==> src/rtl/instr_fetch_queue.sv <==
`default_nettype none
// ============================================================================
//  Module   : instr_fetch_queue
//  Purpose  : Fetch PC owner, ROM address driver and prefetch FIFO feeding
//             the decoder; redirects flush the queue.
//  Revision : 1.0 - initial release
// ============================================================================
module instr_fetch_queue #(
    parameter int          DEPTH    = 4,
    parameter logic [31:0] RESET_PC = 32'h0000_0000
) (
    input  logic                       clk,
    input  logic                       reset,
    output logic [31:0]                rom_addr,
    input  logic [31:0]                rom_data,
    input  logic                       redirect_valid,
    input  logic [31:0]                redirect_pc,
    output logic                       inst_valid,
    output logic [31:0]                inst_data,
    output logic [31:0]                inst_pc,
    input  logic                       inst_ready,
    output logic [$clog2(DEPTH):0]     queue_count
);

    localparam int c_AW = $clog2(DEPTH);
    localparam int c_CW = c_AW + 1;
    localparam logic [c_AW-1:0] c_PTR_ONE = 1;
    localparam logic [c_CW-1:0] c_CNT_ONE = 1;
    localparam logic [c_CW-1:0] c_CNT_MAX = c_CW'(DEPTH);

    logic [31:0]     r_fetch_pc;
    logic [31:0]     r_mem_pc    [DEPTH];
    logic [31:0]     r_mem_instr [DEPTH];
    logic [c_AW-1:0] r_rd_ptr;
    logic [c_AW-1:0] r_wr_ptr;
    logic [c_CW-1:0] r_count;

    logic w_pop;
    logic w_push;
    logic w_unused_pc_lsbs;

    assign inst_valid  = (r_count != '0);
    assign inst_data   = r_mem_instr[r_rd_ptr];
    assign inst_pc     = r_mem_pc[r_rd_ptr];
    assign queue_count = r_count;
    assign rom_addr    = r_fetch_pc;

    assign w_pop  = inst_valid & inst_ready;
    // A full queue may still accept a fetch when the head leaves this cycle.
    assign w_push = ~redirect_valid & ((r_count < c_CNT_MAX) | w_pop);

    assign w_unused_pc_lsbs = ^redirect_pc[1:0];

    always_ff @(posedge clk or posedge reset) begin
        if (reset) begin
            r_fetch_pc <= RESET_PC;
            r_rd_ptr   <= '0;
            r_wr_ptr   <= '0;
            r_count    <= '0;
            for (int i = 0; i < DEPTH; i++) begin
                r_mem_pc[i]    <= '0;
                r_mem_instr[i] <= '0;
            end
        end else if (redirect_valid) begin
            // Flush wins over any concurrent pop or fetch.
            r_fetch_pc <= {redirect_pc[31:2], 2'b00};
            r_rd_ptr   <= '0;
            r_wr_ptr   <= '0;
            r_count    <= '0;
        end else begin
            if (w_push) begin
                r_mem_pc[r_wr_ptr]    <= r_fetch_pc;
                r_mem_instr[r_wr_ptr] <= rom_data;
                r_wr_ptr              <= r_wr_ptr + c_PTR_ONE;
                r_fetch_pc            <= r_fetch_pc + 32'd4;
            end
            if (w_pop) begin
                r_rd_ptr <= r_rd_ptr + c_PTR_ONE;
            end
            case ({w_push, w_pop})
                2'b10:   r_count <= r_count + c_CNT_ONE;
                2'b01:   r_count <= r_count - c_CNT_ONE;
                default: r_count <= r_count;
            endcase
        end
    end

endmodule
`default_nettype wire

==> config.mk <==
export PLATFORM = sky130hd
export DESIGN_NAME = instr_fetch_queue
export DESIGN_NICKNAME = d
export VERILOG_FILES = /design/src/rtl/instr_fetch_queue.sv
export SDC_FILE = /design/constraint.sdc
export NUM_CORES = 1
export LEC_CHECK = 0
export ABC_AREA = 1
export BUFFER_PORTS_ARGS = -buffer_cell sky130_fd_sc_hd__buf_2
export CAP_MARGIN = 20
export CORE_MARGIN = 5
export CORE_UTILIZATION = 55
export CTS_BUF_LIST = sky130_fd_sc_hd__clkbuf_4 sky130_fd_sc_hd__clkbuf_8
export DETAILED_ROUTE_END_ITERATION = 6
export GPL_ROUTABILITY_DRIVEN = 0
export HOLD_SLACK_MARGIN = 0.12
export PLACE_DENSITY = 0.85
export SLEW_MARGIN = 20
export SYNTH_ARGS = -nofsm -noshare
export SYNTH_HDL_FRONTEND = slang
export SYNTH_SLANG_ARGS = --single-unit
==> constraint.sdc <==
create_clock -name clk -period 21.6 [get_ports clk]
set_input_delay 1.08 -clock clk [delete_from_list [all_inputs] [get_ports clk]]
set_output_delay 1.08 -clock clk [all_outputs]
set_load 0.05 [all_outputs]
Word level (Yosys, flattened, before mapping)
Index checks and enable logic that the tools add are counted.
Widths: inputs -> output; s select.
{"block": "totals", "ff_bits": 295, "inputBits": 68, "output_inout_bits": 100, "wordCells": 53}
{"block": "classes", "add_sub_neg": 5, "magnitude_cmp": 4, "n_eq_ne": 2, "n_mux": 18, "bitwise": 6, "reduce_logical": 6}
{"cell": "$bwmux 128", "n": 2}
{"cell": "$mux 32", "n": 7}
{"cell": "$bmux 32 s2", "n": 2}
{"cell": "$demux 32 s2", "n": 1}
{"cell": "$add 32x3->32 const B", "n": 1}
{"cell": "$mux 2", "n": 4}
{"cell": "$ge 3x3->1 const B", "n": 2}
{"cell": "$not 2->3", "n": 2}
{"cell": "$pmux 3 s2", "n": 1}
{"cell": "$reduce_bool 3->1", "n": 2}
{"cell": "$add 2x1->2 const B", "n": 2}
{"cell": "$reduce_bool 2->1", "n": 2}
{"cell": "$add 3x1->3 const B", "n": 1}
{"cell": "$lt 3x1->1 const B", "n": 1}
{"cell": "$lt 3x3->1 const B", "n": 1}
{"cell": "$mux 3", "n": 1}
{"cell": "$sub 3x1->3 const B", "n": 1}
{"cell": "$and 1x1->1", "n": 2}
{"cell": "$eq 2x1->1 const B", "n": 1}
{"cell": "$eq 2x2->1 const B", "n": 1}
{"cell": "$reduce_and 2->1", "n": 1}
{"cell": "$logic_and 1x1->1", "n": 1}
{"cell": "$not 1->1", "n": 1}
{"cell": "$or 1x1->1", "n": 1}

Longest topological paths before layout
Gate-level depths: netlist (run 1).
{"block": "depth", "word_depth": 7, "mapped_depth": 10, "depth_no_buf": 10}

Worst setup path after synthesis (run 1)
No wires, ideal clock.
{"block": "synth_path", "path_kind": "reg2out", "from": "register r_rd_ptr[0]", "to": "output inst_pc[22]", "t_arrival_ns": 1.773, "required_time_ns": 20.520, "path_slack_ns": 18.747, "path_stages_with_launch": 6, "n_path_buf": 3, "cell_sequence": "dfrtp_1 buf_2 buf_2 clkbuf_1 nor2_1 o22ai_1"}
{"block": "synth_via", "elab_chain_len": 4}
{"item": "from (decl)", "line_no": "34", "text": "logic [c_AW-1:0] r_rd_ptr;"}
{"item": "from (signal assigned)", "line_no": "78", "text": "r_rd_ptr <= r_rd_ptr + c_PTR_ONE;"}
{"item": "$not 2->3 (implied by the code)", "line_no": "44", "text": "assign inst_pc = r_mem_pc[r_rd_ptr];"}
{"item": "$bmux 32 s2", "line_no": "44"}
{"item": "$mux 32 (implied by the code) (2 in a row)", "line_no": "44"}
{"item": "to (decl)", "line_no": "20", "text": "output logic [31:0] inst_pc,"}
Every way passes these cells. The select of a mux whose other input is x is not followed.

Final worst setup path (run 1)
{"block": "layout_path", "from": "register r_rd_ptr[0]", "to": "output inst_pc[19]"}
Same word-level chain as after synthesis.

==> results.ini, run 1 <==
[clocking]
cts_setup_buffers=0
hold_buffers=0
htree_levels=2
clkTransAtPathRegs_ns=0.06
cts_resized=0
clock_sink_count=285
cts-root-buf=clkbuf_8
clk_path_buf_depth=3
cts_buffers=49
cts_tree=done
clk_latency_ns=0.56

[sta]
min_period_ns=4.46
max_slew_margin=0.375
worstMarginPinSlew_ns=0.938
timing.fmax_ghz=0.224
slew_violations=0
rsz0062_at_grt=false
setup_viol=0
skew_ns=0.0286
fin_crit_sh=0.207
tns_ns=0
finalHoldViolCount=0

[logic_synthesis]
synth_cell_type_count=32
synthCells=1566
synth-warning-count=0
syn_area_um2=13200
syn_avg_cell_area_um2=8.41
ys_ff_latch=285
ys_seq_area_frac=0.542

[hold_path]
hold_path_class=flip-flop to flip-flop
holdPathStages=2
worstHoldStart=r_mem_pc[68]
worstHoldEndpoint=r_mem_pc[68]

[floorplanning]
die_h_um=165
io-pin-count=168
start_util=0.559
core_um2=23500
dieArea_um2=27100
die_w_um=165
rows=56

[setup_path]
critPathBufInv=3
critPathMaxFanout=65
r2r_setup_slack_ns=19.06
critPathRequiredTime_ns=20.52
cp_cell_sequence=clkinv_2 > buf_4 > o21ai_0 > o22ai_1 > buf_2
r2r-end=r_mem_instr[110]
cpLargestDelayFamily=buffers and inverters
r2r-start=queue_count[2]
cp.arrival_ns=3.38
critPathKind=flip-flop to output port
critPathCaptureType=output port
slowest_delay_ns=0.76
r2r_cells=8
crit_slowest_cell=clkinv_2
start_kind=flip-flop

[drt]
drt_first_pass_iters=5
wl_per_cell_um=15.9
via_per_inst=5.60
ant_nets=0
post-route-drc-count=0
vias=11400
routed_wl_um=32600
drtIter0Drc=1145

[global_route]
grt_usage=0.240
antenna_found_initial=0
grt_pass1_wl_um=53400
overflow=0
grt_pass1_vias=10700
grt_max_degree=133

[finish]
num_antenna_cells=0
drive_gt1_frac=0.167
area_delta_synth_final_pct=13.2
finalNetCount=1762
final_util=0.633

[pwr]
ir_drop_v=0.0000714
power.density_nw_per_um2=145
p_int_w=0.00125
switchingPower_w=0.000913
power_frac_seq=0.401
pwr-share-comb=0.364
power_frac_clock=0.235
p_sw_frac=0.422
p_leak_nw=7.35

[job]
max_cap_viol_count=0

[run_status]
status=finished clean

[place]
io_buffers=161
dpl.hpwl_um=19700

-- cells by family after synthesis --
family | Yosys count | share of synthesized area
simple gates | 598 | 0.180
compound gates | 475 | 0.192
flops | 285 | 0.542
buf+inv | 193 | 0.0742
xor+xnor | 8 | 0.00532
fa+ha+maj | 6 | 0.00627
other cells | 1 | 0.000285
-- cell type report --
| type | instances | area, um^2 |
|---|---|---|
| Fill cell | 1950 | 8640 |
| Sequential cell | 285 | 7140 |
| Multi-Input combinational cell | 1091 | 5070 |
| Clock buffer | 74 | 925 |
| Timing Repair Buffer | 172 | 908 |
| Tap cell | 319 | 399 |
| Inverter | 89 | 350 |
| Clock inverter | 12 | 114 |
-- synth_stat cells, drive strengths merged --
library cell,count,area [um^2]
o22ai,62,388
o21ai,385,1960
clkinv,2,7.51
buf,46,418
nor3,2,10.0
nand3,41,205
xnor2,1,8.76
nor2,176,691
a22oi,15,113
clkbuf,58,218
o31ai,1,7.51
a21oi,10,50.1
a31oi,2,12.5
ha,5,62.6
fa,1,20.0
nand2,378,1460
dfrtp,285,7130
nor3b,1,7.51
xor2,7,61.3
inv,87,334
conb,1,3.75
-- through the flow --
stage	instances	hold WS [ns]	instance area (um^2)	setup WS [ns]	power [W]
finish	2042	0.479	14900	17.14	0.00217
global route	2042	0.489	14900	16.96	0.00230
CTS	2042	0.478	14900	17.12	0.00218
detailed placement	1956	0.462	13900	17.57	0.00166
global placement	1955	0.460	13800	17.62	0.00163
floorplan	1569	0.448	13200	12.66	0.00147
-- tightest hold or removal path, cell delays in order (launching register included) --
cell	delay, ns
dfrtp_1	0.33
nand2_1	0.05
o21ai_0	0.06
-- layout by cell type (no fill, tap or decap), types with 2 or more instances in the layout --
master / instances
nand2_4: 5
nand2_1: 371
a22oi_1: 15
conb_1: 4
inv_6: 2
nor2_2: 3
o21ai_2: 8
inv_2: 2
o21ai_1: 75
buf_2: 161
nand3_1: 41
a21oi_1: 10
buf_6: 2
nand2_2: 2
xor2_1: 7
nor2_1: 170
o22ai_1: 62
dfrtp_1: 283
clkinv_2: 10
inv_1: 83
ha_1: 5
nor2_4: 3
o21ai_0: 302
nor3_1: 2
a31oi_1: 2
buf_4: 8
clkbuf_8: 59
clkbuf_4: 15
bufinv_16: 2
-- how the worst max path moves through the flow --
stage | to | from | cells after the start | slack [ns]
final | inst_pc[19] | r_rd_ptr[0] | 5 | 17.14
after global routing | inst_data[3] | r_rd_ptr[0] | 5 | 16.96
after CTS | inst_pc[19] | r_rd_ptr[0] | 5 | 17.12
after detailed placement | r_rd_ptr[0] | reset | 4 | 17.57
after global placement | r_rd_ptr[0] | reset | 4 | 17.62
after floorplan | queue_count[0] | reset | 1 | 12.66
-- power groups by stage --
stage / Clock [W] / Combinational, W / Sequential, W
floorplan: 0 / 0.000608 / 0.000866
global placement: 0 / 0.000770 / 0.000861
detailed placement: 0 / 0.000790 / 0.000870
CTS: 0.000518 / 0.000794 / 0.000864
global route: 0.000544 / 0.000865 / 0.000893
finish: 0.000509 / 0.000789 / 0.000868
-- per-layer routing --
metal | wire [um] | GRT usage | vias to the layer above
li1 | - | - | 5427
met1 | 14300 | 0.346 | 5441
met2 | 15000 | 0.373 | 505
met3 | 2590 | 0.0464 | 61
met4 | 697 | 0.0737 | 0
met5 | 0 | 0 | -
-- flip-flops by register name (all words and copies together) (netlist names) --
| register | cells |
|---|---|
| r_rd_ptr | 2 |
| queue_count | 3 |
| r_mem_instr | 128 |
| r_mem_pc | 120 |
| rom_addr | 30 |
| r_wr_ptr | 2 |
Note: power is estimated with default switching activity, not from simulation.
==> run 2, diff against run 1 <==
- CORE_UTILIZATION: 55 -> 54
- PLACE_DENSITY: 0.85 -> 0.87
- clock period: 21.6 -> 4 ns (I/O delays scaled with it)
==> run 2 against run 1 <==
  * Clock-buffer cell count increased by 4
  * Combinational power rose to 5.5 times the previous value
  * Final cell count increased by 3.3%
  * Sequential share of layout area fell by 2.1 points
  * Non-clock buffer count up 70
  * Clock power rose to 5.2 times the previous value
  * Largest cell class unchanged
  * Cell area increased by 4.6%
==> results.ini, run 2 (synthesis results as in run 1) <==
[global_route]
grt_usage=0.253
grt_pass1_vias=11800
antenna_found_initial=0
grt_pass1_wl_um=58800
grt_max_degree=133
overflow=0

[floorplanning]
io-pin-count=168
start_util=0.545
core_um2=24200
die_w_um=166
die_h_um=166
dieArea_um2=27600
rows=57

[run_status]
status=finished clean

[setup_path]
critPathCaptureType=output port
start_kind=flip-flop
slowest_delay_ns=0.75
crit_slowest_cell=clkinv_2
critPathBufInv=3
cp.arrival_ns=3.09
cp_cell_sequence=clkinv_2 > buf_12 > o21ai_0 > o22ai_1 > buf_2
critPathKind=flip-flop to output port
cpLargestDelayFamily=buffers and inverters
critPathRequiredTime_ns=3.80
critPathMaxFanout=66

[sta]
skew_ns=0.0159
fin_crit_sh=0.823
slew_violations=0
finalHoldViolCount=0
tns_ns=0
max_slew_margin=0.369
rsz0062_at_grt=false
setup_slack_ns=0.706
timing.fmax_ghz=0.304
min_period_ns=3.29
setup_viol=0
worstMarginPinSlew_ns=0.947

[pwr]
power.density_nw_per_um2=752
power_w=0.0117
ir_drop_v=0.000448
p_leak_nw=7.62

[clocking]
cts_setup_buffers=0
hold_buffers=67
cts_resized=0
clkTransAtPathRegs_ns=0.06
cts-root-buf=clkbuf_8
htree_levels=2
clock_sink_count=285
cts_buffers=46
clk_latency_ns=0.55
clk_path_buf_depth=3
cts_tree=done

[finish]
area_delta_synth_final_pct=18.4
final_cells=2110
final_cell_mix=nand2_1 (371), o21ai_0 (302), dfrtp_1 (283), nor2_1 (170), buf_2 (161)
largest_reg_flops=128
drive_gt1_frac=0.158
mostFrequentLayoutCell=nand2_1
regMostFlops=r_mem_instr
fill_cells=1898
finalNetCount=1829
num_antenna_cells=0
final_util=0.645

[drt]
drt_first_pass_iters=5
routed_wl_um=35300
drtIter0Drc=1356
wl_per_cell_um=16.7
vias=12000
via_per_inst=5.67
post-route-drc-count=0
ant_nets=0

[hold_path]
hold_path_class=input pin to async pin

[place]
dpl.cell_count=1964
io_buffers=161
dpl.hpwl_um=20500
dp_slack_ns=1.26

[job]
max_cap_viol_count=0

run 2: changes by cell type in the layout (fill, tap and decap cells not counted), sizes merged:
cell,delta
clkbuf,+4
dlygate4sd3,+67
inv,-3
buf,+3
clkinvlp,+1
clkinv,-8
bufinv,-1
run 2: per-stage QoR:
step / instance area [um^2] / hold WS [ns]
final: 15600 / 0.284
after global placement: 13900 / 0.308
after CTS: 15600 / 0.264
after global routing: 15600 / 0.296
after detailed placement: 13900 / 0.313
after floorplan: 13200 / 0.333
run 2: final timing paths:
check,from,end,slack (ns),cells past startpoint
worst max-delay path,r_rd_ptr[0],inst_data[19],0.71,5
worst min-delay path,reset,r_mem_instr[5],0.28,3
worst max register to register,queue_count[2],r_mem_instr[17],1.70,8
worst min register to register,r_mem_pc[93],r_mem_pc[93],0.48,2
max in group asynchronous,reset,r_rd_ptr[0],2.55,4
min in group clk,redirect_pc[25],rom_addr[25],0.42,4
run 2: report_power, final:
part	internal, W	switching [W]
registers	0.00402	0.000683
logic	0.00120	0.00317
clock network	0.00156	0.00109
total	0.00678	0.00495
run 2: metal layers:
layer / share of wire / global-route usage / routed length [um]
met1: 0.41 / 0.337 / 14500
met2: 0.47 / 0.411 / 16700
met3: 0.089 / 0.0547 / 3160
met4: 0.028 / 0.0907 / 983
met5: 0 / 0 / 0
run 2: cell type report:
type | count | area [um^2] | area share
clock buffer | 78 | 961 | 0.0616
inverter | 89 | 347 | 0.0222
sequential | 285 | 7140 | 0.458
timing repair buffer | 242 | 1640 | 0.105
clock inverter | 1 | 30.0 | 0.00193
multi-input combinational | 1091 | 5070 | 0.325
tap | 324 | 405 | 0.0260
run 2: worst reg2reg max path, cell delays in order (launching register included):
cell and delay (ns):
dfrtp_1 0.37, inv_1 0.10, nor2_4 0.14, inv_2 0.09, nand2_4 0.14, inv_6 0.13, nand2_4 0.51, buf_4 0.48
o21ai_0 0.19
==> run 3, diff against run 2 <==
- CORE_UTILIZATION: 54 -> 55
- PLACE_DENSITY: 0.87 -> 0.85
- clock period: 4 -> 3.5 ns (I/O delays scaled with it)
==> run 3 against run 2 <==
  * Setup slack barely moved
  * Clock-buffer cell count fell by 6
  * Utilization rose by 2.1 points
  * Power rose by 14%
  * Critical path depth did not move
  * Clock skew rose by 0.0099 ns
==> results.ini, run 3 (synthesis results as in run 1) <==
[run_status]
status=finished clean

[finish]
regMostFlops=r_mem_instr
mostFrequentLayoutCell=nand2_1
drive_gt1_frac=0.163
fill_cells=1831
largest_reg_flops=128
final_cell_mix=nand2_1 (371), o21ai_0 (302), dfrtp_1 (283), nor2_1 (170), buf_2 (161)
area_delta_synth_final_pct=19.1
num_antenna_cells=0
final_util=0.666
finalNetCount=1840

[clocking]
cts_buffers=47
clk_path_buf_depth=3
htree_levels=2
clk_latency_ns=0.57
hold_buffers=73
cts-root-buf=clkbuf_8
clock_sink_count=285
cts_tree=done
cts_setup_buffers=0
clkTransAtPathRegs_ns=0.06
cts_resized=0

[drt]
vias=11900
routed_wl_um=35300
via_per_inst=5.62
ant_nets=0
drtIter0Drc=1394
wl_per_cell_um=16.6
drt_first_pass_iters=5
post-route-drc-count=0

[sta]
tns_ns=0
rsz0062_at_grt=false
fin_crit_sh=0.798
skew_ns=0.0258
max_slew_margin=0.476
slew_violations=0
worstMarginPinSlew_ns=0.786
setup_viol=0
finalHoldViolCount=0
min_period_ns=2.79
timing.fmax_ghz=0.358

[floorplanning]
io-pin-count=168
dieArea_um2=27100
die_w_um=165
start_util=0.559
die_h_um=165
rows=56
core_um2=23500

[setup_path]
critPathRequiredTime_ns=3.32
cp.arrival_ns=2.62
critPathKind=flip-flop to output port
start_kind=flip-flop
critPathMaxFanout=45
critPathCaptureType=output port

[pwr]
p_sw_frac=0.426
power_frac_clock=0.224
pwr-share-comb=0.375
ir_drop_v=0.000507
power.density_nw_per_um2=854
p_int_w=0.00768
p_leak_nw=7.66
switchingPower_w=0.00571
power_frac_seq=0.400

[global_route]
grt_max_degree=145
grt_usage=0.259
overflow=0
grt_pass1_vias=11500
antenna_found_initial=1
grt_pass1_wl_um=57000

[place]
dpl.hpwl_um=20400
io_buffers=161

[hold_path]
hold_path_class=input pin to async pin

[job]
max_cap_viol_count=0

-- run 3: cell types whose count changed in the layout (fill, tap and decap cells not counted) --
cell,delta
buf_12,+1
buf_4,+3
clkbuf_8,-4
clkbuf_4,-2
dlygate4sd3_1,+6
clkinv_1,-1
clkinvlp_4,+1
inv_2,+1
clkinv_2,+11
-- run 3: final timing paths --
path                                 start             end  slack [ns]  cells past startpoint
hold reg to reg               r_mem_pc[93]    r_mem_pc[93]        0.48                      2
setup / recovery               r_rd_ptr[0]     inst_pc[14]        0.71                      5
min in group clk           redirect_pc[23]    rom_addr[23]        0.40                      4
hold / removal                       reset  r_mem_instr[4]        0.19                      3
max in group asynchronous            reset     r_rd_ptr[0]        2.15                      4
setup reg to reg            queue_count[2]  r_mem_instr[2]        1.17                      8
-- run 3: layer usage --
layer	routed length, um	share of wire	global-route usage
met1	14800	0.42	0.350
met2	16500	0.47	0.417
met3	3030	0.086	0.0554
met4	945	0.027	0.0907
met5	11	0.00031	0
-- run 3: area by class of cell --
| class | count | area, um^2 | area share |
|---|---|---|---|
| Clock inverter | 13 | 92.6 | 0.00590 |
| Tap cell | 319 | 399 | 0.0255 |
| Clock buffer | 72 | 891 | 0.0568 |
| Multi-Input combinational cell | 1091 | 5070 | 0.323 |
| Sequential cell | 285 | 7140 | 0.455 |
| Timing Repair Buffer | 252 | 1750 | 0.111 |
| Inverter | 89 | 347 | 0.0221 |
-- run 3: critical path, cell delays in order, from the launching register on --
cell	delay, ns
dfrtp_4	0.61
clkinv_2	0.42
buf_12	0.28
o21ai_0	0.11
o22ai_1	0.28
buf_2	0.33
-- run 3: stage by stage --
stage | area, um^2 | hold slack, ns | total power, W | setup slack [ns] | std cells
after floorplan | 13200 | 0.308 | 0.00910 | -0.452 | 1569
after global placement | 14000 | 0.200 | 0.0101 | 1.25 | 1963
after detailed placement | 14000 | 0.206 | 0.0103 | 1.19 | 1963
after CTS | 15700 | 0.155 | 0.0134 | 0.706 | 2121
after global routing | 15700 | 0.210 | 0.0142 | 0.536 | 2121
final | 15700 | 0.191 | 0.0134 | 0.706 | 2121
-- run 3: power by group through the flow --
stage | combinational, W | sequential [W] | clock (W)
final | 0.00503 | 0.00536 | 0.00301
after global placement | 0.00482 | 0.00530 | 0
after detailed placement | 0.00495 | 0.00536 | 0
after CTS | 0.00503 | 0.00533 | 0.00307
after floorplan | 0.00375 | 0.00535 | 0
after global routing | 0.00550 | 0.00550 | 0.00321
